File: config.mk
export PLATFORM = sky130hd
export DESIGN_NAME = seq_div_8_bit
export DESIGN_NICKNAME = d
export VERILOG_FILES = /design/src/rtl/seq_div_8_bit.sv
export SDC_FILE = /design/constraint.sdc
export NUM_CORES = 1
export LEC_CHECK = 0
export CORE_MARGIN = 4
export CORE_UTILIZATION = 45
export DETAILED_ROUTE_END_ITERATION = 10
export PLACE_DENSITY = 0.68
export SYNTH_ARGS = -nofsm -noshare
export SYNTH_HDL_FRONTEND = slang
export SYNTH_SLANG_ARGS = --single-unit
export TNS_END_PERCENT = 20
File: constraint.sdc
create_clock -name clk -period 2.9 [get_ports clk]
set_input_delay 0.435 -clock clk [delete_from_list [all_inputs] [get_ports clk]]
set_output_delay 0.435 -clock clk [all_outputs]
set_load 0.05 [all_outputs]
File: src/rtl/seq_div_8_bit.sv
// Sequential 8-bit unsigned restoring divider: one quotient bit per cycle, MSB first.
// Divide-by-zero completes immediately with quotient all-ones and remainder = dividend.
module seq_div_8_bit (
  input  logic       clk,
  input  logic       rst_n,
  input  logic       start,
  input  logic [7:0] dividend,
  input  logic [7:0] divisor,
  output logic [7:0] quotient,
  output logic [7:0] remainder,
  output logic       busy,
  output logic       done,
  output logic       div_by_zero
);

  localparam int unsigned W  = 8;
  localparam int unsigned CW = 4;
  localparam logic [CW-1:0] LAST_ITER = CW'(W - 1);

  typedef enum logic [1:0] {
    IDLE = 2'd0,
    CALC = 2'd1,
    DONE = 2'd2
  } state_e;

  state_e          state_q;
  logic [CW-1:0]   cnt_q;
  logic [W-1:0]    prem_q;
  logic [W-1:0]    wdvd_q;
  logic [W-1:0]    dvs_q;
  logic [W-1:0]    quot_q;
  logic [W-1:0]    rem_q;
  logic            busy_q;
  logic            done_q;
  logic            dbz_q;

  logic [W:0]      shift_d;
  logic            qbit_d;
  logic [W-1:0]    prem_d;
  logic [W-1:0]    wdvd_d;

  // One restoring step: the 9-bit shifted remainder is compared against the divisor,
  // and the difference always fits in 8 bits when the trial subtraction succeeds.
  always_comb begin
    shift_d = {prem_q, wdvd_q[W-1]};
    qbit_d  = shift_d[W] || (shift_d[W-1:0] >= dvs_q);
    prem_d  = qbit_d ? (shift_d[W-1:0] - dvs_q) : shift_d[W-1:0];
    wdvd_d  = {wdvd_q[W-2:0], qbit_d};
  end

  always_ff @(posedge clk or negedge rst_n) begin
    if (!rst_n) begin
      state_q <= IDLE;
      cnt_q   <= '0;
      prem_q  <= '0;
      wdvd_q  <= '0;
      dvs_q   <= '0;
      quot_q  <= '0;
      rem_q   <= '0;
      busy_q  <= 1'b0;
      done_q  <= 1'b0;
      dbz_q   <= 1'b0;
    end else begin
      case (state_q)
        IDLE, DONE: begin
          done_q <= 1'b0;
          busy_q <= 1'b0;
          if (start) begin
            wdvd_q <= dividend;
            dvs_q  <= divisor;
            prem_q <= '0;
            cnt_q  <= '0;
            if (divisor == '0) begin
              state_q <= DONE;
              quot_q  <= '1;
              rem_q   <= dividend;
              dbz_q   <= 1'b1;
              done_q  <= 1'b1;
            end else begin
              state_q <= CALC;
              busy_q  <= 1'b1;
            end
          end else begin
            state_q <= IDLE;
          end
        end
        CALC: begin
          prem_q <= prem_d;
          wdvd_q <= wdvd_d;
          cnt_q  <= cnt_q + CW'(1);
          // Final iteration writes the result straight into the output registers.
          if (cnt_q == LAST_ITER) begin
            state_q <= DONE;
            cnt_q   <= '0;
            quot_q  <= wdvd_d;
            rem_q   <= prem_d;
            dbz_q   <= 1'b0;
            done_q  <= 1'b1;
            busy_q  <= 1'b0;
          end
        end
        default: begin
          state_q <= IDLE;
          busy_q  <= 1'b0;
          done_q  <= 1'b0;
        end
      endcase
    end
  end

  assign quotient    = quot_q;
  assign remainder   = rem_q;
  assign busy        = busy_q;
  assign done        = done_q;
  assign div_by_zero = dbz_q;

endmodule

# Yosys cells after proc, flatten, opt, wreduce, memory -nomap -nowiden
# Cells that the tools add are included.
# word_totals
regBits,49
elab_cells,58
# op_classes
n_addsub,2
n_lt_le_gt_ge,1
reduce_logical,8
eq_ne,6
muxes,31
# op_table
cell,n
2-to-1 mux 8 bit,9
one-hot mux 8 bit (2 select lines),4
>= comparator 8 bit,1
logical NOT 8 bit,1
2-to-1 mux 1 bit,8
2-to-1 mux 4 bit,2
one-hot mux 4 bit (2 select lines),1
subtractor 8 bit,1
2-to-1 mux 2 bit,3
"!= test 2 bit, second input constant",3
one-hot mux 1 bit (2 select lines),3
"adder 4 x 1 -> 4 bit, second input constant",1
"== test 4 x 3 -> 1 bit, second input constant",1
one-hot mux 2 bit (2 select lines),1
AND reduction 2 bit,2
AND reduction 4 bit,1
"== test 2 x 1 -> 1 bit, second input constant",1
"== test 2 bit, second input constant",1
logical NOT 2 bit,1
nonzero test 2 bit,1
OR reduction 2 bit,1
logical OR 1 bit,1

# Depth between registers and ports, before layout
# Gate-level depths: netlist of run 1.
# logic_depth
depth_word,5
depth_mapped,10

# Least setup slack after synthesis of run 1
# No wires, ideal clock.
# synth_path
kind,reg-to-reg
start,register wdvd_q[7]
end,"register rem_q[0], in the netlist remainder[0]"
setup_ns,0.082
arrival_ns,2.049
synth_period_minus_slack_ns,2.131
path_buffers,1
path_stages_with_launch,11
slack_ns,0.769
path_cell_list,dfrtp_1 -> inv_1 -> ha_1 -> inv_1 -> fa_1 -> nand3_1 -> a31oi_1 -> or2_2 -> clkbuf_1 -> o31a_1 -> a31oi_1
# synth_between
elab_chain_cells,5
word_cells_on_any_way,6
classes_between,1 x add/sub; 1 x order compare; 3 x mux; 1 x reduce/logical
# synth_rtl
element,line,text
"start, declared",29,logic [W-1:0] wdvd_q;
"start signal, assigned",69,wdvd_q <= dividend;
"start signal, assigned",89,wdvd_q <= wdvd_d;
>= comparator 8 bit,46,qbit_d = shift_d[W] || (shift_d[W-1:0] >= dvs_q);
logical OR 1 bit,46,
2-to-1 mux 8 bit *,47,prem_d = qbit_d ? (shift_d[W-1:0] - dvs_q) : shift_d[W-1:0];
2-to-1 mux 8 bit *,92,if (cnt_q == LAST_ITER) begin
one-hot mux 8 bit (2 select lines) *,64,case (state_q)
"end signal, assigned",76,rem_q <= dividend;
"end signal, assigned",96,rem_q <= prem_d;
"end, declared",32,logic [W-1:0] rem_q;
# Mark *: on every way between the ends. The rest lies on a longest branch, timed or not. The select of a mux whose other input is x is not followed.
# A chain may end at the register's enable or synchronous reset.

# Worst setup path after layout of run 1
# layout_path
start,register wdvd_q[7]
end,register prem_q[6]
# layout_between
elab_chain_cells,4
word_cells_on_any_way,5
classes_between,1 x add/sub; 1 x order compare; 2 x mux; 1 x reduce/logical
# layout_rtl
element,line,text
>= comparator 8 bit,46,
logical OR 1 bit,46,
2-to-1 mux 8 bit *,47,
one-hot mux 8 bit (2 select lines) *,64,
"end signal, assigned",88,prem_q <= prem_d;
"end, declared",28,logic [W-1:0] prem_q;
# Mark *: on every way between the ends. The rest lies on a longest branch, timed or not.

==> metrics.csv, run 1 <==
metric;value;unit
status;complete, no violations;
cp_data_arrival_time;2660;ps
ys_types;51;
clockBufferDepth;2;
cts_sinks;48;
use_met1;0.2881;
ios;38;
cpPeakStageDelay;410;ps
drt_first_pass_iters;5;
cts_setup_buffers;0;
cts_tree;built;
timing.setup.tns;0;ps
die_area;0.006966;mm^2
coreArea;0.005507;mm^2
syn-num-nets;309;
finish.utilization;0.5671;
synthTopCellsByArea;dfrtp_1, nand2_1, o21ai_0;
p_leak;0.001343;uW
synth_area_per_cell;9.152;um^2
grt_max_degree;49;
area_delta_synth_final;21.88;%
cts-resized-gates;0;
viasPerCell;5.874;
ir_worst_vdd;0.6665;mV
period_share;0.8521;
crit_top_cell;inv_1;
fin_ws;428.9;ps
wl;6679;um
grt_pass1_vias;2244;
worstHoldPathType;primary input to async pin;
drc;0;
crit_type;flip-flop to flip-flop;
yosys.area.top_type;dfrtp_1;
grt_pass1_wl;11170;um
rsz0062_at_grt;no;
final_hold_viol_count;0;
grt_usage;0.1978;
r2r_end;prem_q[6];
synth_area;0.002562;mm^2
wl_per_cell;17.21;um
htree_num_levels;2;
dpl.hpwl;4769;um
rr_startpoint;wdvd_q[7];
final_nets;344;
synth_async_sr_flop_share;1.000;
slew_violations;0;
root_buffer;clkbuf_8;
p_per_area;1416;mW/mm^2
grt-busiest-layer;met2;
fp-row-count;27;
fin_skew;5.381;ps
initial_core_util;0.4653;
grt.met3_usage;0.04047;
dieWidth;83.46;um
yosysTopAreaCellShare;0.4688;
yosysMostFrequentCell;dfrtp_1;
place_ws;405.0;ps
cts_inserted_buffers;5;
worst_pin_slew;939.1;ps
cp-startpoint;wdvd_q[7];
seq_area_frac_synth;0.4688;
cp-end-kind;flip-flop;
grtUsageMet2;0.2966;
hold_ws;228.6;ps
holdBufCountCts;0;
crit_chain;inv_1 > ha_1 > inv_1 > fa_1 > nand3_1 > a31oi_1 > nor2_1 > buf_4 > nor3_1 > a211o_1;
worst_path_max_delay_cell;fa_1;
max_slew_margin;0.3716;
clk_latency;300;ps
required;3090;ps
io_buffers;37;
crit_end;prem_q[6];
synth_edf_count;0;
synthTopCellsByCount;dfrtp_1, nand2_1, o21ai_0;
synth_top_flop_cell;dfrtp_1;
drive_gt1_frac;0.07595;
die_h;83.46;um
num_vias;2279;
period_needed;2471;ps
cp_max_fo;8;
reg2reg_slack;430;ps
ant_nets;0;
grt_remaining_overflow;0;
path_clk_slew;90;ps
diodes;0;
rr_worst_depth;10;
ys_ff_latch;48;
netlist_instances;280;
startpoint_type;flip-flop;
maxCapViolCount;0;
final-setup-viol-count;0;
antenna_found_initial;0;
power;4421;uW
drtIter0Drc;162;
yosys_warnings;0;
clock.fmax;404.7;MHz
globalplace.congestion;0.8456;
cell usage in the layout, fill, tap and decap left out, types with 2 or more instances in the layout:
cell type	Yosys	routed
dfrtp_1	48	48
nand2_1	46	46
clkdlybuf4s50_1	0	36
o21ai_0	24	24
nor2_1	18	18
nand3_1	13	13
a21oi_1	11	11
inv_1	10	10
ha_1	9	9
buf_4	0	8
a31oi_1	7	7
o22a_1	6	6
nor2b_1	5	5
a22oi_1	5	5
clkbuf_8	0	5
nand4_1	4	4
nor3_1	4	4
nand2b_1	3	3
a211oi_1	3	3
o31a_1	3	3
and3_1	3	3
o221ai_1	3	3
nor4_1	2	2
or4_4	2	2
o2111ai_1	2	2
o21a_1	2	2
nor3b_1	2	2
a2111o_1	2	2
mux2i_1	2	2
a211o_1	2	2
critical path: cells and delay by family, from the launching register on:
family                   cells  cell delay (ps)
AND/OR/NAND/NOR              3              590
adder cells (fa/ha/maj)      2              600
buffers and inverters        3              420
flip-flops                   1              380
AO/OA/AOI/OAI                2              400
stage by stage:
| step | instances | area, um^2 |
|---|---|---|
| after CTS | 388 | 3123 |
| after detailed placement | 380 | 3008 |
| after global placement | 380 | 3008 |
| final | 388 | 3123 |
| after floorplan | 280 | 2562 |
| after global routing | 388 | 3123 |
layout make-up:
class / instances / area [um^2]
fillers: 494 / 2384
multi-input cells: 205 / 1254
flip-flops and latches: 48 / 1201
repair buffers: 45 / 425.4
well taps: 72 / 90.09
clock buffers: 5 / 68.82
clock inverters: 3 / 46.29
inverters: 10 / 37.54
routing by layer:
metal / share of wire / vias up
met1: 0.48 / 1081
met2: 0.44 / 97
met4: 0.020 / 0
li1: - / 1085
met3: 0.063 / 16
met5: 0 / -
power breakdown:
part | total, uW | internal [uW] | switching, uW
clock network | 498 | 260 | 238
logic | 2700 | 1040 | 1660
registers | 1220 | 991 | 228
total | 4420 | 2290 | 2130
registers in the layout (all words and copies together), names as in the netlist:
signal,cells
dvs_q,8
prem_q,8
quotient,8
remainder,8
wdvd_q,8
cnt_q,4
busy,1
div_by_zero,1
done,1
state_q,1
worst min path at each step:
stage / from / endpoint / slack, ps / depth (start not counted)
6_report: rst_n / dvs_q[5] / 230 / 2
5_1_grt: rst_n / busy / 270 / 2
4_1_cts: rst_n / quotient[2] / 250 / 2
3_5_place_dp: prem_q[7] / prem_q[7] / 470 / 2
3_3_place_gp: prem_q[7] / prem_q[7] / 460 / 2
2_1_floorplan: rst_n / busy / 140 / 0
kinds of logic after synthesis:
logic type,share of synthesized area
adder cells (fa/ha/maj),0.05176
AO/OA/AOI/OAI,0.2080
flip-flops,0.4687
buffers and inverters,0.04199
AND/OR/NAND/NOR,0.2148
multiplexers,0.007813
XOR/XNOR,0.006837
Note: power is estimated with default switching activity, not from simulation.
==> run 2, diff against run 1 <==
Settings changed: CAP_MARGIN from default to 20.
Clock period 2.9 ns to 2.7 ns, I/O delays scaled along.
==> run 2 against run 1 <==
  * Via count is 0.13% lower
  * Power increased by 7.5%
  * Largest cell class unchanged
  * Global-route usage about the same
  * Sequential cell count is the same
  * Register-to-register slack got worse by 180 ps
  * Sequential share of layout area fell by 0.41 points
  * Wire length up 0.33%
  * Worst hold slack got worse by 40 ps
  * Clock power increased by 8.2%
  * Die area unchanged
==> metrics.csv, run 2 (synthesis results as in run 1) <==
metric;value;unit;change
initial_core_util;0.4653;;unchanged
clk_latency;310;ps;about the same
io_buffers;37;;unchanged
drt_first_pass_iters;4;;-1
drc;0;;unchanged
area_delta_synth_final;23.19;%;
cp_data_arrival_time;2650;ps;about the same
cts_inserted_buffers;5;;unchanged
viasPerCell;5.806;;-1.2%
crit_type;flip-flop to flip-flop;;
period_share;0.9075;;+0.05541
max_slew_margin;0.5904;;+0.2188
ir_worst_vdd;0.7729;mV;+16%
finish.utilization;0.5733;;+0.006135
holdBufCountCts;0;;unchanged
die_area;0.006966;mm^2;unchanged
ant_nets;0;;unchanged
num_vias;2276;;-0.13%
grt_max_degree;49;;unchanged
p_per_area;1505;mW/mm^2;+6.3%
final_cell_mix;dfrtp_1, nand2_1, clkdlybuf4s50_1;;
fin_skew;4.680;ps;-0.7010 ps
period_needed;2450;ps;-20.81 ps
cts_sinks;48;;unchanged
coreArea;0.005507;mm^2;unchanged
place_ws;236.3;ps;-168.8 ps
cts_tree;built;;
cp-end-kind;flip-flop;;
final_hold_viol_count;0;;unchanged
final_common_cell;dfrtp_1;;
clockBufferDepth;2;;unchanged
grt_remaining_overflow;0;;unchanged
antenna_found_initial;0;;unchanged
diodes;0;;unchanged
required;2900;ps;-190 ps
hold_ws;188.8;ps;-39.86 ps
die_h;83.46;um;unchanged
grt_pass1_vias;2273;;+1.3%
drive_gt1_frac;0.08750;;+0.01155
globalplace.congestion;0.8646;;+2.2%
final-setup-viol-count;0;;unchanged
dpl.hpwl;4893;um;+2.6%
wl;6701;um;+0.33%
timing.setup.tns;0;ps;unchanged
worst_pin_slew;614.3;ps;-324.7 ps
path_clk_slew;90;ps;about the same
rsz0062_at_grt;no;;
fillers;505;;+2.2%
htree_num_levels;2;;unchanged
power;4751;uW;+7.5%
grt_usage;0.1980;;+0.0002089
cp_max_fo;8;;unchanged
status;complete, no violations;;
final_nets;348;;+1.2%
worstHoldPathType;primary input to async pin;;
fp-row-count;27;;unchanged
fin_ws;249.7;ps;-179.2 ps
dieWidth;83.46;um;unchanged
maxCapViolCount;0;;unchanged
cts_setup_buffers;0;;unchanged
clock.fmax;408.1;MHz;+0.85%
p_leak;0.001365;uW;+1.7%
grt_pass1_wl;11230;um;+0.49%
root_buffer;clkbuf_8;;
wl_per_cell;17.09;um;-0.69%
cts-resized-gates;0;;unchanged
slew_violations;0;;unchanged
ios;38;;unchanged
drtIter0Drc;140;;-14%
startpoint_type;flip-flop;;
[run 2: worst max-delay path, cell delays in order, from the launching register on]
cell and delay [ps]:
dfrtp_1 370, inv_1 130, ha_1 180, inv_1 50, fa_1 410, nand3_1 150, a31oi_1 110, nor2_1 360
buf_4 230, nor3_1 60, a211o_1 280
[run 2: layout make-up]
class,instances,area [um^2],share of cell area
inverters,10,37.54,0.01189
clock inverters,3,46.29,0.01467
well taps,72,90.09,0.02854
clock buffers,5,68.82,0.02180
multi-input cells,205,1254,0.3971
repair buffers,49,459.2,0.1455
flip-flops and latches,48,1201,0.3805
[run 2: final timing paths]
kind / from / endpoint / slack (ps) / depth (start not counted)
max: wdvd_q[7] / prem_q[6] / 250 / 10
min: rst_n / dvs_q[6] / 190 / 2
max reg2reg: wdvd_q[7] / prem_q[6] / 250 / 10
min reg2reg: prem_q[7] / prem_q[7] / 490 / 2
max in group asynchronous: rst_n / quotient[7] / 2110 / 2
min in group clk: prem_q[7] / prem_q[7] / 490 / 2
[run 2: layer usage]
layer | GRT usage | wire, um | up-vias
li1 | - | - | 1095
met4 | 0.05702 | 112 | 0
met2 | 0.3090 | 3048 | 81
met3 | 0.03653 | 438 | 13
met5 | 0 | 0 | -
met1 | 0.2825 | 3101 | 1087
[run 2: metrics by stage]
stage | area, um^2 | std cells
6_report | 3157 | 392
5_1_grt | 3157 | 392
4_1_cts | 3146 | 391
3_5_place_dp | 3030 | 383
3_3_place_gp | 3030 | 383
2_1_floorplan | 2562 | 280
[run 2: report_power, final]
part / total, uW / internal (uW) / switching, uW / leakage (uW)
registers: 1310 / 1060 / 244 / 0.000566
logic: 2900 / 1130 / 1770 / 0.000744
clock network: 539 / 279 / 260 / 0.0000548
total: 4750 / 2470 / 2280 / 0.00137
